<file path="src/rtl/fifo_pkg.sv">
// Shared definitions for the async FIFO and its read-side packer.
// Defaults here keep the FIFO and the packer agreeing on word width.
package fifo_pkg;

  // Default FIFO word width and address width.
  localparam int DSIZE_DEF = 6;
  localparam int ASIZE_DEF = 4;

  // Default number of FIFO words packed into one output word.
  localparam int PACK_DEF = 4;

  // Width of a field able to hold any count 0..pack inclusive.
  function automatic int cnt_width(input int pack);
    return $clog2(pack + 1);
  endfunction

endpackage

</file>
<file path="src/rtl/fifo_rd_packer.sv">
// Read-side packer for the async FIFO. Lives entirely in the rclk domain,
// pops show-ahead FIFO words and packs PACK of them (word 0 in the LSBs)
// into one wide word on a valid/ready stream. A flush pulse emits any
// partially filled word together with its word count.
//
// Handshake: an output word transfers on an rclk edge where m_valid and
// m_ready are both high; while m_valid=1 and m_ready=0, m_data and m_cnt
// hold stable. The FIFO side pops on every edge where rinc=1, and rinc is
// only raised while rempty=0.
module fifo_rd_packer
  import fifo_pkg::*;
#(
  parameter int DSIZE = DSIZE_DEF,
  parameter int PACK  = PACK_DEF,
  parameter int CNTW  = cnt_width(PACK)
) (
  input  logic                    rclk,
  input  logic                    rrst,
  input  logic [DSIZE-1:0]        rdata,
  input  logic                    rempty,
  output logic                    rinc,
  input  logic                    flush,
  output logic [DSIZE*PACK-1:0]   m_data,
  output logic [CNTW-1:0]         m_cnt,
  output logic                    m_valid,
  input  logic                    m_ready
);

  localparam int WW = DSIZE * PACK;

  // Accumulator and its fill level (0..PACK words).
  logic [WW-1:0]   r_acc;
  logic [CNTW-1:0] r_fill;
  // Set by a flush request; blocks pops until the partial word has gone.
  logic            r_flush_pend;

  // Output register.
  logic [WW-1:0]   r_m_data;
  logic [CNTW-1:0] r_m_cnt;
  logic            r_m_valid;

  // Combinational control.
  logic            w_full;
  logic            w_slot_free;
  logic            w_xfer;
  logic            w_pop;
  logic [CNTW-1:0] w_lane;
  logic [WW-1:0]   w_acc_next;
  logic [CNTW-1:0] w_fill_next;
  logic            w_flush_pend_next;

  // The output slot can take a new word when empty or being drained now.
  assign w_full      = (r_fill == CNTW'(PACK));
  assign w_slot_free = !r_m_valid || m_ready;

  // Move the accumulator to the output register: a complete word, or a
  // non-empty partial word while a flush is pending.
  assign w_xfer = w_slot_free && (w_full || (r_flush_pend && (r_fill != '0)));

  // Pop while there is room in the accumulator (or room is being made on
  // this very edge). Forced low during reset so the FIFO never sees a pop
  // the packer did not capture.
  assign w_pop = !rrst && !rempty && !r_flush_pend &&
                 ((r_fill < CNTW'(PACK)) || w_xfer);
  assign rinc  = w_pop;

  // A pop that coincides with a transfer lands in lane 0 of the fresh word.
  assign w_lane = w_xfer ? '0 : r_fill;

  // Next accumulator contents: cleared on transfer so unused upper lanes of
  // a partial word read as zero, then the popped word written to its lane.
  always_comb begin
    w_acc_next = w_xfer ? '0 : r_acc;
    if (w_pop) begin
      for (int i = 0; i < PACK; i++) begin
        if (w_lane == CNTW'(i)) begin
          w_acc_next[i*DSIZE +: DSIZE] = rdata;
        end
      end
    end
  end

  // Next fill level: emptied by a transfer, bumped by a pop.
  always_comb begin
    w_fill_next = r_fill;
    if (w_xfer) begin
      w_fill_next = '0;
    end
    if (w_pop) begin
      w_fill_next = w_lane + CNTW'(1);
    end
  end

  // Flush tracking: a new request is taken only when none is pending; a
  // pending flush retires once the accumulator has been emptied, either by
  // a transfer or because there was nothing to send.
  always_comb begin
    w_flush_pend_next = r_flush_pend;
    if (r_flush_pend) begin
      if (w_xfer || (r_fill == '0)) begin
        w_flush_pend_next = 1'b0;
      end
    end else begin
      w_flush_pend_next = flush;
    end
  end

  // Accumulator, fill level and flush flag registers.
  always_ff @(posedge rclk or posedge rrst) begin
    if (rrst) begin
      r_acc        <= '0;
      r_fill       <= '0;
      r_flush_pend <= 1'b0;
    end else begin
      r_acc        <= w_acc_next;
      r_fill       <= w_fill_next;
      r_flush_pend <= w_flush_pend_next;
    end
  end

  // Output register: loads on transfer, drops valid after a handshake with
  // nothing new to send, otherwise holds under backpressure.
  always_ff @(posedge rclk or posedge rrst) begin
    if (rrst) begin
      r_m_data  <= '0;
      r_m_cnt   <= '0;
      r_m_valid <= 1'b0;
    end else if (w_xfer) begin
      r_m_data  <= r_acc;
      r_m_cnt   <= r_fill;
      r_m_valid <= 1'b1;
    end else if (w_slot_free) begin
      r_m_valid <= 1'b0;
    end
  end

  assign m_data  = r_m_data;
  assign m_cnt   = r_m_cnt;
  assign m_valid = r_m_valid;

endmodule
</file>
<file path="config.mk">
export PLATFORM = sky130hd
export DESIGN_NAME = fifo_rd_packer
export DESIGN_NICKNAME = d
export VERILOG_FILES = /design/src/rtl/fifo_pkg.sv /design/src/rtl/fifo_rd_packer.sv
export SDC_FILE = /design/constraint.sdc
export NUM_CORES = 1
export LEC_CHECK = 0
export CORE_UTILIZATION = 60
export DETAILED_ROUTE_END_ITERATION = 16
export DONT_BUFFER_PORTS = 1
export PLACE_DENSITY = 0.83
export SLEW_MARGIN = 10
export SYNTH_ARGS = -nofsm -noshare
export SYNTH_HDL_FRONTEND = slang
export SYNTH_SLANG_ARGS = --single-unit
</file>
<file path="constraint.sdc">
create_clock -name rclk -period 2.68 [get_ports rclk]
set_clock_uncertainty 0.15 [all_clocks]
set_input_delay 0.536 -clock rclk [delete_from_list [all_inputs] [get_ports rclk]]
set_output_delay 0.536 -clock rclk [all_outputs]
set_load 0.02 [all_outputs]
</file>
==> flow_summary_export.csv <==
group,metric,value,unit
clock_tree,cts_setup_buffers,0,
logic_synthesis,synthCells,181,
routing,ant_nets,0,
die,pin_count,40,
critical_path,worstSetupPathDepth,3,
hold_path,min_path_type,"in -> reg",
routing,drcViolationCount,0,
routing,dr.pass1.iters,5,
hold_path,holdPathStages,2,
die,core.rowCount,22,
sta,finalCritPeriodShare,93.0,%
grt,antenna_found_initial,0,
cells_and_area,drive_gt1_share,25.8,%
critical_path,path_class,"reg -> out",
placed_design,hpwl,3380,microns
logic_synthesis,synth_xor_area_share,0,%
grt,grt_max_degree,25,
critical_path,cp.arrival,1810,ps
flow_run,cap_violations,0,
clock_tree,numClockSinks,56,
clock_tree,clockBufferDepth,2,
logic_synthesis,syn_area_per_cell,13.0,sq um
routing,routed_via_density,6.75,
power_and_ir_drop,peakVddDrop,519,uV
logic_synthesis,ys_types,25,
logic_synthesis,syn_area,0.00236,sq mm
critical_path,critPathRequiredTime,1990,ps
clock_tree,h-tree-depth,2,
cells_and_area,antenna_cells,0,
outcome,outcome,"completed",
critical_path,worst-path-buf-inv,0,
die,fp.dieArea,0.00419,sq mm
sta,finalSetupViolations,0,
cells_and_area,layout_common_cells,"56 x dfrtp_1, 27 x mux2_2, 18 x a32o_1",
routing,drt_iter0_markers,152,
logic_synthesis,yosys_warnings,0,
critical_path,critical_path.slowest_cell,"nor2_1",
cells_and_area,nets,200,
clock_tree,clk_latency,310,ps
sta,finalHoldViolCount,0,
die,start_util,63.5,%
logic_synthesis,synthAdderAreaFrac,2.12,%
sta,rsz0062_at_grt,"false",
critical_path,rr_worst_depth,8,
critical_path,path_max_fanout,9,
logic_synthesis,synth_compound_area_share,16.4,%
critical_path,cp_top_family,"simple AND/OR/NAND/NOR gates",
cells_and_area,fill_cells,264,
die,die_h,64.7,microns
logic_synthesis,seq_area_frac_synth,59.4,%
routing,via_count,1580,
grt,grt_pass1_wl,7950,microns
cells_and_area,mostFrequentLayoutCell,"dfrtp_1",
sta,fmax,401,MHz
sta,slew_headroom,61.0,%
sta,tightest_slew,583,ps
die,die_x,64.7,microns
grt,first_global_vias,1570,
sta,fin_setup_tns,0,ps
power_and_ir_drop,leakage,0.00118,uW
placed_design,io_buffers,0,
logic_synthesis,syn_nets,196,
placed_design,dp_cells,225,
routing,wirelength,4810,microns
routing,wire_per_inst,20.6,microns
clock_tree,cts_buffers,5,
critical_path,worst_setup_path_start_kind,"flop",
sta,drv_slew,0,
clock_tree,cts_tree,"yes",
logic_synthesis,synth-simple-area-share,6.15,%
cells_and_area,multi_input_area,891,sq um
clock_tree,clk_pin_slew,90,ps
die,core,0.00372,sq mm
cells_and_area,area_delta_synth_final,7.53,%
critical_path,worstPathCellList,"nor2_1, nand2_1, a21oi_2",
grt,overflow,0,
power_and_ir_drop,power_density,904,mW/mm^2
grt,groute.usage.overall,26.1,%
critical_path,cp-end-kind,"output pin",
critical_path,slowest_delay,500,ps
logic_synthesis,synth-seq-cells,56,
sta,final.min_clock_period,2490,ps
placed_design,gp_congestion,0.893,
logic_synthesis,muxShareOfSynthArea,12.9,%
cells_and_area,seqCellArea,0.00140,sq mm
cells_and_area,stdcell_count,234,
clock_tree,root_buffer,"clkbuf_8",
logic_synthesis,synth_top_family_by_area,"compound AO/OA/AOI/OAI gates",
-- cell families (layout without fill, tap and decap cells) --
| group | after synthesis | in the layout |
|---|---|---|
| simple gates | 29 | 29 |
| flops | 56 | 56 |
| buf+inv | 15 | 20 |
| mux | 27 | 27 |
| compound gates | 50 | 50 |
| fa+ha+maj | 4 | 4 |
-- area by class of cell --
cell class | count | share of cell area (%)
clock buffer | 5 | 2.71
clock inverter | 3 | 1.68
inverter | 5 | 0.740
multi-input combinational | 110 | 35.1
sequential | 56 | 55.2
tap | 48 | 2.37
timing repair buffer | 7 | 2.17
-- metrics by stage --
step                total power (uW)  util (%)  instance area [sq um]  setup WS (ps)  hold WS [ps]
finish                          2290      68.3                   2540            187           232
global placement                1720      65.0                   2420            361           257
CTS                             2300      68.3                   2540            219           222
floorplan                       1650         -                   2360            501           310
global route                    2410      68.3                   2540           50.7           224
detailed placement              1760      65.0                   2420            214           265
-- timing repair --
action,CTS,global route
hold endpoints to repair,15,0
resized for setup,0,0
hold buffers,1,0
-- power breakdown --
| part | switching [uW] | internal [uW] | total (uW) |
|---|---|---|---|
| logic | 204 | 200 | 404 |
| registers | 306 | 1040 | 1350 |
| clock network | 263 | 276 | 539 |
-- worst reg2reg max path: stages, from the launching register on --
cell	delay [ps]
dfrtp_1	470
nand2b_1	320
nand2_1	280
nand2_1	170
inv_1	80
ha_1	200
ha_1	270
a21oi_2	280
a32o_1	180
-- sequential cells by signal (all words and copies together) (netlist names) --
signal / count
r_flush_pend: 1
m_data: 24
r_fill: 3
r_acc: 24
m_cnt: 3
m_valid: 1
-- path summary, 6_finish.rpt --
check | start | endpoint | slack (ps)
min | flush | r_flush_pend | 230
min in group asynchronous | rrst | m_data[6] | 510
max in group asynchronous | rrst | r_acc[20] | 1240
max | r_fill[0] | rinc | 190
min reg2reg | r_acc[7] | r_acc[7] | 350
max reg2reg | m_valid | r_acc[21] | 230
-- Yosys cell counts --
library cell / instances / share of area (%)
a21oi_1: 2 / 0.42
clkbuf_1: 4 / 0.64
a21oi_2: 4 / 1.5
a221oi_1: 1 / 0.37
a32o_1: 18 / 7.6
nand3_1: 14 / 3.0
dfrtp_1: 56 / 59
and2_1: 1 / 0.27
buf_4: 3 / 0.95
mux2_2: 27 / 13
ha_1: 4 / 2.1
buf_2: 3 / 0.64
nor2b_1: 1 / 0.27
nor2_1: 3 / 0.48
a32oi_1: 6 / 2.2
o21ai_0: 17 / 3.6
o211ai_1: 1 / 0.32
nor3_1: 1 / 0.21
o2bb2ai_1: 1 / 0.37
or2_2: 1 / 0.27
nand2_1: 5 / 0.80
or3b_1: 1 / 0.37
inv_1: 5 / 0.80
or3_1: 1 / 0.27
nand2b_1: 1 / 0.27
-- routing by layer --
metal,global-route usage [%],routed length [microns],up-vias
met1,33.8,1920,782
met3,7.39,478,12
met4,12.5,108,0
li1,-,-,693
met5,0,0,-
met2,40.5,2310,93
No activity file was read; power rests on OpenSTA's default activity.
